[src/rtl/pipe_pkg.sv]
// Shared definitions for the pipe_reg_skid pipeline-stage register:
// occupancy state encoding and the default payload width.
package pipe_pkg;

    localparam int DEFAULT_WIDTH = 32;

    // FULL is 11 so that bit 0 alone means "main register valid".
    typedef enum logic [1:0] {
        EMPTY = 2'b00,
        BUSY  = 2'b01,
        FULL  = 2'b11
    } state_t;

endpackage

[src/rtl/pipe_dff.sv]
// WIDTH-bit data register with synchronous active-high clear to RESET_VAL
// and a load enable; used for both the main and the skid slot.
module pipe_dff
    import pipe_pkg::*;
#(
    parameter int               WIDTH     = DEFAULT_WIDTH,
    parameter logic [WIDTH-1:0] RESET_VAL = '0
) (
    input  logic             clk,
    input  logic             rst,
    input  logic             en,
    input  logic [WIDTH-1:0] d,
    output logic [WIDTH-1:0] q
);

    always_ff @(posedge clk) begin
        if (rst) begin
            q <= RESET_VAL;
        end else if (en) begin
            q <= d;
        end
    end

endmodule

[src/rtl/pipe_reg_skid.sv]
// Pipeline-stage register with valid/ready handshake, one-entry skid buffer
// and synchronous flush. Define PIPE_REG_STATS_EN to add the stall_cnt port.
module pipe_reg_skid
    import pipe_pkg::*;
#(
    parameter int               WIDTH     = DEFAULT_WIDTH,
    parameter logic [WIDTH-1:0] RESET_VAL = '0,
    parameter int               CNT_W     = 16
) (
    input  logic             clk,
    input  logic             rst,
    input  logic             flush,
    input  logic             in_valid,
    output logic             in_ready,
    input  logic [WIDTH-1:0] in_data,
    output logic             out_valid,
    input  logic             out_ready,
    output logic [WIDTH-1:0] out_data
`ifdef PIPE_REG_STATS_EN
    ,
    output logic [CNT_W-1:0] stall_cnt
`endif
);

    state_t           state;
    state_t           state_next;
    logic             acc;
    logic             con;
    logic             main_en;
    logic             skid_en;
    logic             clear;
    logic [WIDTH-1:0] main_d;
    logic [WIDTH-1:0] skid_q;

    // Handshake outputs depend on registered state only, never on out_ready.
    assign out_valid = (state != EMPTY);
    assign in_ready  = (state != FULL);
    assign acc       = in_valid && in_ready;
    assign con       = out_valid && out_ready;
    assign clear     = rst || flush;

    always_ff @(posedge clk) begin
        if (rst) begin
            state <= EMPTY;
        end else begin
            state <= state_next;
        end
    end

    always_comb begin
        state_next = state;
        main_en    = 1'b0;
        skid_en    = 1'b0;
        main_d     = in_data;
        case (state)
            EMPTY: begin
                if (acc) begin
                    state_next = BUSY;
                    main_en    = 1'b1;
                end
            end
            BUSY: begin
                if (acc && con) begin
                    main_en = 1'b1;
                end else if (acc) begin
                    state_next = FULL;
                    skid_en    = 1'b1;
                end else if (con) begin
                    state_next = EMPTY;
                end
            end
            FULL: begin
                if (con) begin
                    state_next = BUSY;
                    main_en    = 1'b1;
                    main_d     = skid_q;
                end
            end
            default: state_next = EMPTY;
        endcase
        // Flush discards both slots and any same-cycle input transfer.
        if (flush) begin
            state_next = EMPTY;
        end
    end

    pipe_dff #(.WIDTH(WIDTH), .RESET_VAL(RESET_VAL)) u_main (
        .clk (clk),
        .rst (clear),
        .en  (main_en),
        .d   (main_d),
        .q   (out_data)
    );

    pipe_dff #(.WIDTH(WIDTH), .RESET_VAL(RESET_VAL)) u_skid (
        .clk (clk),
        .rst (clear),
        .en  (skid_en),
        .d   (in_data),
        .q   (skid_q)
    );

`ifdef PIPE_REG_STATS_EN
    // Saturating stall counter; survives flush, cleared only by reset.
    always_ff @(posedge clk) begin
        if (rst) begin
            stall_cnt <= '0;
        end else if (out_valid && !out_ready && (stall_cnt != {CNT_W{1'b1}})) begin
            stall_cnt <= stall_cnt + CNT_W'(1);
        end
    end
`endif

endmodule

[config.mk]
export PLATFORM = sky130hd
export DESIGN_NAME = pipe_reg_skid
export DESIGN_NICKNAME = d
export VERILOG_FILES = /design/src/rtl/pipe_pkg.sv /design/src/rtl/pipe_dff.sv /design/src/rtl/pipe_reg_skid.sv
export SDC_FILE = /design/constraint.sdc
export NUM_CORES = 1
export LEC_CHECK = 0
export ABC_AREA = 1
export BUFFER_PORTS_ARGS = -buffer_cell sky130_fd_sc_hd__buf_2
export CAP_MARGIN = 20
export CORE_AREA = 2 2 79 81
export CTS_CLUSTER_SIZE = 25
export DETAILED_ROUTE_END_ITERATION = 8
export DIE_AREA = 0 0 81 83
export GPL_TIMING_DRIVEN = 0
export PLACE_DENSITY = 0.85
export SLEW_MARGIN = 20
export SYNTH_ARGS = -nofsm -noshare
export SYNTH_HDL_FRONTEND = slang
export SYNTH_SLANG_ARGS = --single-unit
[constraint.sdc]
create_clock -name clk -period 4.3 [get_ports clk]
set_input_delay 0.645 -clock clk [delete_from_list [all_inputs] [get_ports clk]]
set_output_delay 0.645 -clock clk [all_outputs]
set_load 0.005 [all_outputs]
==> flow_metrics.tcl, run 1 <==
set metrics [dict create \
    status "finished clean" \
    cp-end-kind "output port" \
    whs_ns 0.478 \
    synth_largest_area_cell "dfxtp_1" \
    fmax_mhz 426 \
    gp_congestion 0.876 \
    post_drt_wl_per_cell_um 12.5 \
    core-area_um2 5820 \
    clock_latency_ns 0.35 \
    slew_headroom 0.698 \
    pwr-share-comb 0.169 \
    leakage_nw 2.14 \
    skew_ns 0.00710 \
    min_period_over_period 0.546 \
    grt_max_degree 11 \
    required_ns 3.65 \
    antenna_cells 0 \
    holdBufCountCts 0 \
    fp-row-count 28 \
    synth_most_common_cell "nor2_1" \
    power_frac_clock 0.385 \
    grt_pass1_wl_um 13800 \
    netlist.area_leader.share 0.397 \
    synth_area_leaders "dfxtp_1, nor2_1, nand2_1, nand4_1, nand3_1" \
    synthArstFlopShare 0 \
    maxCapViolCount 0 \
    totalWireLength_um 8290 \
    ys_top_cells_by_count "nor2_1, nand2_1, dfxtp_1, inv_1, nand3_1" \
    io_pins 71 \
    syn_avg_cell_area_um2 6.64 \
    ys_warn_count 0 \
    p_per_area_nw_per_um2 367 \
    netlist_area_um2 3330 \
    rsz0062_at_grt "false" \
    path_class "reg -> out" \
    antenna_found_initial 0 \
    dieWidth_um 81 \
    hpwlAfterDp_um 5940 \
    routed_via_density 5.16 \
    slew_viol_final 0 \
    fin_nets 624 \
    drive_above_1_share 0.213 \
    grt_pass1_vias 3107 \
    antenna_left 0 \
    synth_nets 544 \
    internal-power_mw 1.06 \
    ys_ff_latch 66 \
    min_path_type "reg -> reg" \
    worst_pin_slew_ns 0.454 \
    start_kind "register" \
    portBuffers 69 \
    hold_violations 0 \
    power_frac_seq 0.446 \
    p_sw_frac 0.273 \
    path_max_fanout 10 \
    setup_viol 0 \
    synth_flop_cell "dfxtp_1" \
    netlist_instances 501 \
    via_count 3409 \
    clockRootBuffer "clkbuf_8" \
    setup_tns_ns 0 \
    grt-ovfl-total 0 \
    die_h_um 83 \
    power.net_switching_mw 0.398 \
    cts_htree_levels 3 \
    cts_sinks 66 \
    worstPathArrival_ns 1.70 \
    period_needed_ns 2.35 \
    start_util 0.572 \
    tritoncts "built" \
    cts.reportedPaths.clkPinSlew_ns 0.07 \
    drtIter0Drc 397 \
    track_usage 0.261 \
    cts_max_path_buffers 2 \
    dr.pass1.iters 5 \
    drc_errors 0 \
    die_area_um2 6720 \
    areaGrowthSynthToFinish_pct 19.7 \
    ir_worst_vdd_v 0.000254 \
    synth_edf_count 0 \
    synthDistinctLibCells 22 \
    cts_resized 0 \
    ys_seq_area_frac 0.397 \
    post_cts_buffers 0 \
    cts-buffers-inserted 9 \
]
## power groups by stage
stage,clock [mW],combinational (mW),sequential [mW]
after detailed placement,0,0.244,0.665
after floorplan,0,0.163,0.665
after global placement,0,0.237,0.664
final,0.562,0.247,0.651
after global routing,0.595,0.279,0.654
after CTS,0.570,0.246,0.651
## cells by family (layout without fill, tap and decap cells)
| family | count (synthesis) | count (layout) | synth area share |
|---|---|---|---|
| AND/OR/NAND/NOR | 315 | 315 | 0.418 |
| AO/OA/AOI/OAI | 34 | 34 | 0.0511 |
| adder cells (fa/ha/maj) | 6 | 6 | 0.0226 |
| flip-flops | 66 | 66 | 0.397 |
| buffers and inverters | 80 | 165 | 0.111 |
## routing by layer
metal  GRT usage  wire [um]  up-vias
met5           0          0        -
met4      0.0909        165        0
met3      0.0848        674       16
met2       0.406       3810      136
met1       0.336       3640     1525
li1            -          -     1732
## final timing paths
check                                 from                         to  slack [ns]  cells past startpoint
setup reg to reg     state[0]$_SDFFE_PP0P_  u_main.q[19]$_SDFFE_PP0P_        2.36                     11
setup / recovery     state[0]$_SDFFE_PP0P_                  out_valid        1.95                      5
hold / removal    u_main.q[3]$_SDFFE_PP0P_   u_main.q[3]$_SDFFE_PP0P_        0.48                      2
hold reg to reg   u_main.q[3]$_SDFFE_PP0P_   u_main.q[3]$_SDFFE_PP0P_        0.48                      2
## cells in the final DEF, fill, tap and decap left out
master,synthesis,routed
a21oi_1,1,1
buf_1,5,5
buf_2,20,89
buf_4,3,3
buf_6,4,4
bufinv_16,0,1
clkbuf_1,4,6
clkbuf_8,0,13
dfxtp_1,66,66
ha_1,6,6
inv_1,40,40
inv_2,3,3
inv_4,1,1
nand2_1,103,103
nand2_2,3,3
nand2_4,1,1
nand3_1,36,36
nand3_4,2,2
nand4_1,32,32
nor2_1,133,133
nor2_4,3,3
nor2_8,1,1
o21ai_0,33,33
or2_2,1,1
## registers in the layout (all words and copies together), names as in the netlist
signal	flops
u_main.q	32
state	2
u_skid.q	32
## critical path: stages, from the launching register on
cell and delay [ns]:
dfxtp_1 0.40, inv_1 0.11, ha_1 0.26, inv_2 0.18
buf_2 0.26, buf_2 0.15
## final cells by class
class	instances	area (um^2)
Timing Repair Buffer	69	345
Tap cell	75	93.8
Sequential cell	66	1320
Buffer	36	201
Fill cell	520	1830
Multi-Input combinational cell	355	1640
Clock buffer	15	186
Clock inverter	1	30.0
Inverter	44	168
## through the flow
stage | utilization | cells | worst slack [ns] | cell area [um^2] | power, mW
floorplan | - | 501 | 2.65 | 3330 | 0.828
global placement | 0.648 | 645 | 2.37 | 3770 | 0.902
detailed placement | 0.648 | 645 | 2.32 | 3770 | 0.909
CTS | 0.685 | 661 | 1.93 | 3980 | 1.47
global route | 0.685 | 661 | 1.83 | 3980 | 1.53
finish | 0.685 | 661 | 1.95 | 3980 | 1.46
No activity file was read; power rests on OpenSTA's default activity.
==> run 2, diff against run 1 <==
--- a/config.mk
+++ b/config.mk
@@ -8,12 +8,12 @@
 export ABC_AREA = 1
 export BUFFER_PORTS_ARGS = -buffer_cell sky130_fd_sc_hd__buf_2
 export CAP_MARGIN = 20
-export CORE_AREA = 2 2 79 81
+export CORE_AREA = 2 2 86 88
 export CTS_CLUSTER_SIZE = 25
 export DETAILED_ROUTE_END_ITERATION = 8
-export DIE_AREA = 0 0 81 83
+export DIE_AREA = 0 0 88 90
 export GPL_TIMING_DRIVEN = 0
-export PLACE_DENSITY = 0.85
+export PLACE_DENSITY = 0.76
 export SLEW_MARGIN = 20
 export SYNTH_ARGS = -nofsm -noshare
 export SYNTH_HDL_FRONTEND = slang
==> constraint.sdc (replaced) <==
create_clock -name clk -period 1.9 [get_ports clk]
set_input_delay 0.285 -clock clk [delete_from_list [all_inputs] [get_ports clk]]
set_output_delay 0.285 -clock clk [all_outputs]
set_load 0.005 [all_outputs]
==> run 2 against run 1 <==
Compared with the run above:
- non-clock buffer count unchanged
- sequential power grew 130%
- worst hold slack worse by 0.30 ns
==> flow_metrics.tcl, run 2 (synthesized netlist as in run 1, its figures left out) <==
set metrics [dict create \
    ir_worst_vdd_v 0.000419 \
    worstHoldStart "in_data[8]" \
    hold_violations 0 \
    top_regs "u_main.q: 32 flops, u_skid.q: 32 flops, state: 2 flops" \
    worst_pin_slew_ns 0.516 \
    stdcell_area_um2 4030 \
    path_class "reg -> out" \
    tritoncts "built" \
    fin_nets 624 \
    cts_htree_levels 3 \
    holdBufCountCts 0 \
    timing.rr.end "u_main.q[19]$_SDFFE_PP0P_" \
    cts_max_path_buffers 2 \
    status "finished clean" \
    fin_util 0.573 \
    regArea_um2 1320 \
    dpl_worst_slack_ns 0.0315 \
    cts-buffers-inserted 9 \
    slew_headroom 0.656 \
    dr.pass1.iters 4 \
    cp-end-kind "output port" \
    core-area_um2 7020 \
    fmax_mhz 575 \
    areaGrowthSynthToFinish_pct 21.0 \
    cts.reportedPaths.clkPinSlew_ns 0.07 \
    via_count 3298 \
    fin_ws_ns 0.160 \
    antenna_cells 0 \
    drtIter0Drc 221 \
    slowest_delay_ns 0.36 \
    totalWireLength_um 8150 \
    fp-row-count 31 \
    die_area_um2 7920 \
    gp_congestion 0.864 \
    path_max_fanout 10 \
    setup_viol 0 \
    dieWidth_um 88 \
    grt_max_degree 12 \
    grt_pass1_vias 2967 \
    whs_ns 0.180 \
    p_total_mw 3.34 \
    start_kind "register" \
    cpMaxStageDelayCell "dfxtp_2" \
    cp_cell_sequence "inv_1, ha_2, inv_4, buf_4, buf_2" \
    clockRootBuffer "clkbuf_8" \
    grt_pass1_wl_um 13600 \
    hold_depth 3 \
    cp_num_buf_inv 4 \
    grt-ovfl-total 0 \
    worstPathArrival_ns 1.46 \
    antenna_left 0 \
    min_path_type "in -> reg" \
    reg2reg_slack_ns 0.21 \
    min_to "u_skid.q[8]$_SDFFE_PP0P_" \
    slew_viol_final 0 \
    portBuffers 69 \
    post_drt_wl_per_cell_um 11.9 \
    start_util 0.474 \
    leakage_nw 2.14 \
    multi_input_area_um2 1640 \
    place_area_um2 3800 \
    maxCapViolCount 0 \
    clock_latency_ns 0.35 \
    drive_above_1_share 0.220 \
    io_pins 71 \
    rr_worst_depth 11 \
    cpLargestDelayFamily "buffers and inverters" \
    fillers 681 \
    period_needed_ns 1.74 \
    setup_tns_ns 0 \
    rsz0062_at_grt "false" \
    p_per_area_nw_per_um2 830 \
    min_period_over_period 0.916 \
    drc_errors 0 \
    post_cts_buffers 0 \
    hpwlAfterDp_um 5950 \
    routed_via_density 4.81 \
    layout.cells.most_common "nor2_1" \
    antenna_found_initial 0 \
    skew_ns 0.00772 \
    stdcell_count 685 \
    track_usage 0.216 \
    r2r_start "state[0]$_SDFFE_PP0P_" \
    dpl.cell_count 669 \
    cts_sinks 66 \
    die_h_um 90 \
    required_ns 1.62 \
    final_cell_mix "nor2_1, nand2_1, buf_2" \
]
==> run 2: changes by cell type in the layout (fill, tap and decap cells not counted), moves of 2 or more <==
cell / delta
clkbuf_8: -3
clkinv_2: +2
dfxtp_1: -2
dfxtp_2: +2
==> run 2: final cells by class <==
| cell class | instances | area share |
|---|---|---|
| Inverter | 44 | 0.0423 |
| Multi-Input combinational cell | 355 | 0.407 |
| Tap cell | 99 | 0.0308 |
| Sequential cell | 66 | 0.329 |
| Timing Repair Buffer | 69 | 0.0858 |
| Clock inverter | 5 | 0.0193 |
| Buffer | 36 | 0.0507 |
| Clock buffer | 11 | 0.0351 |
==> run 2: repair_timing <==
item | in CTS | in global routing
endpoints found under the setup margin | 1 | 31
cloned | 0 | 0
resized for setup | 2 | 3
==> run 2: routing by layer <==
layer | global-route usage | part of all wire
met1 | 0.295 | 0.45
met2 | 0.332 | 0.48
met3 | 0.0450 | 0.057
met4 | 0.0795 | 0.014
met5 | 0 | 0
==> run 2: worst max-delay path by stage <==
stage / startpoint / endpoint / cells after the start
final: state[0]$_SDFFE_PP0P_ / out_valid / 5
after global routing: state[0]$_SDFFE_PP0P_ / u_main.q[4]$_SDFFE_PP0P_ / 7
after CTS: state[1]$_SDFFE_PP0P_ / out_valid / 5
after detailed placement: state[1]$_SDFFE_PP0P_ / u_main.q[19]$_SDFFE_PP0P_ / 11
after global placement: state[1]$_SDFFE_PP0P_ / u_main.q[19]$_SDFFE_PP0P_ / 11
after floorplan: state[0]$_SDFFE_PP0P_ / u_main.q[23]$_SDFFE_PP0P_ / 11
==> run 2: where the power goes <==
part           internal (mW)  leakage [nW]  switching (mW)
registers               1.44         0.537          0.0316
clock network          0.770         0.109           0.539
logic                  0.213          1.50           0.341
total                   2.43          2.14           0.912
==> run 2: worst reg2reg max path, delay by kind of cell, from the launching register on <==
family                     cells  cell delay (ns)
adders and majority gates      1             0.23
buffers and inverters          4             0.41
DFF                            1             0.36
and+or+nand+nor                6             0.58
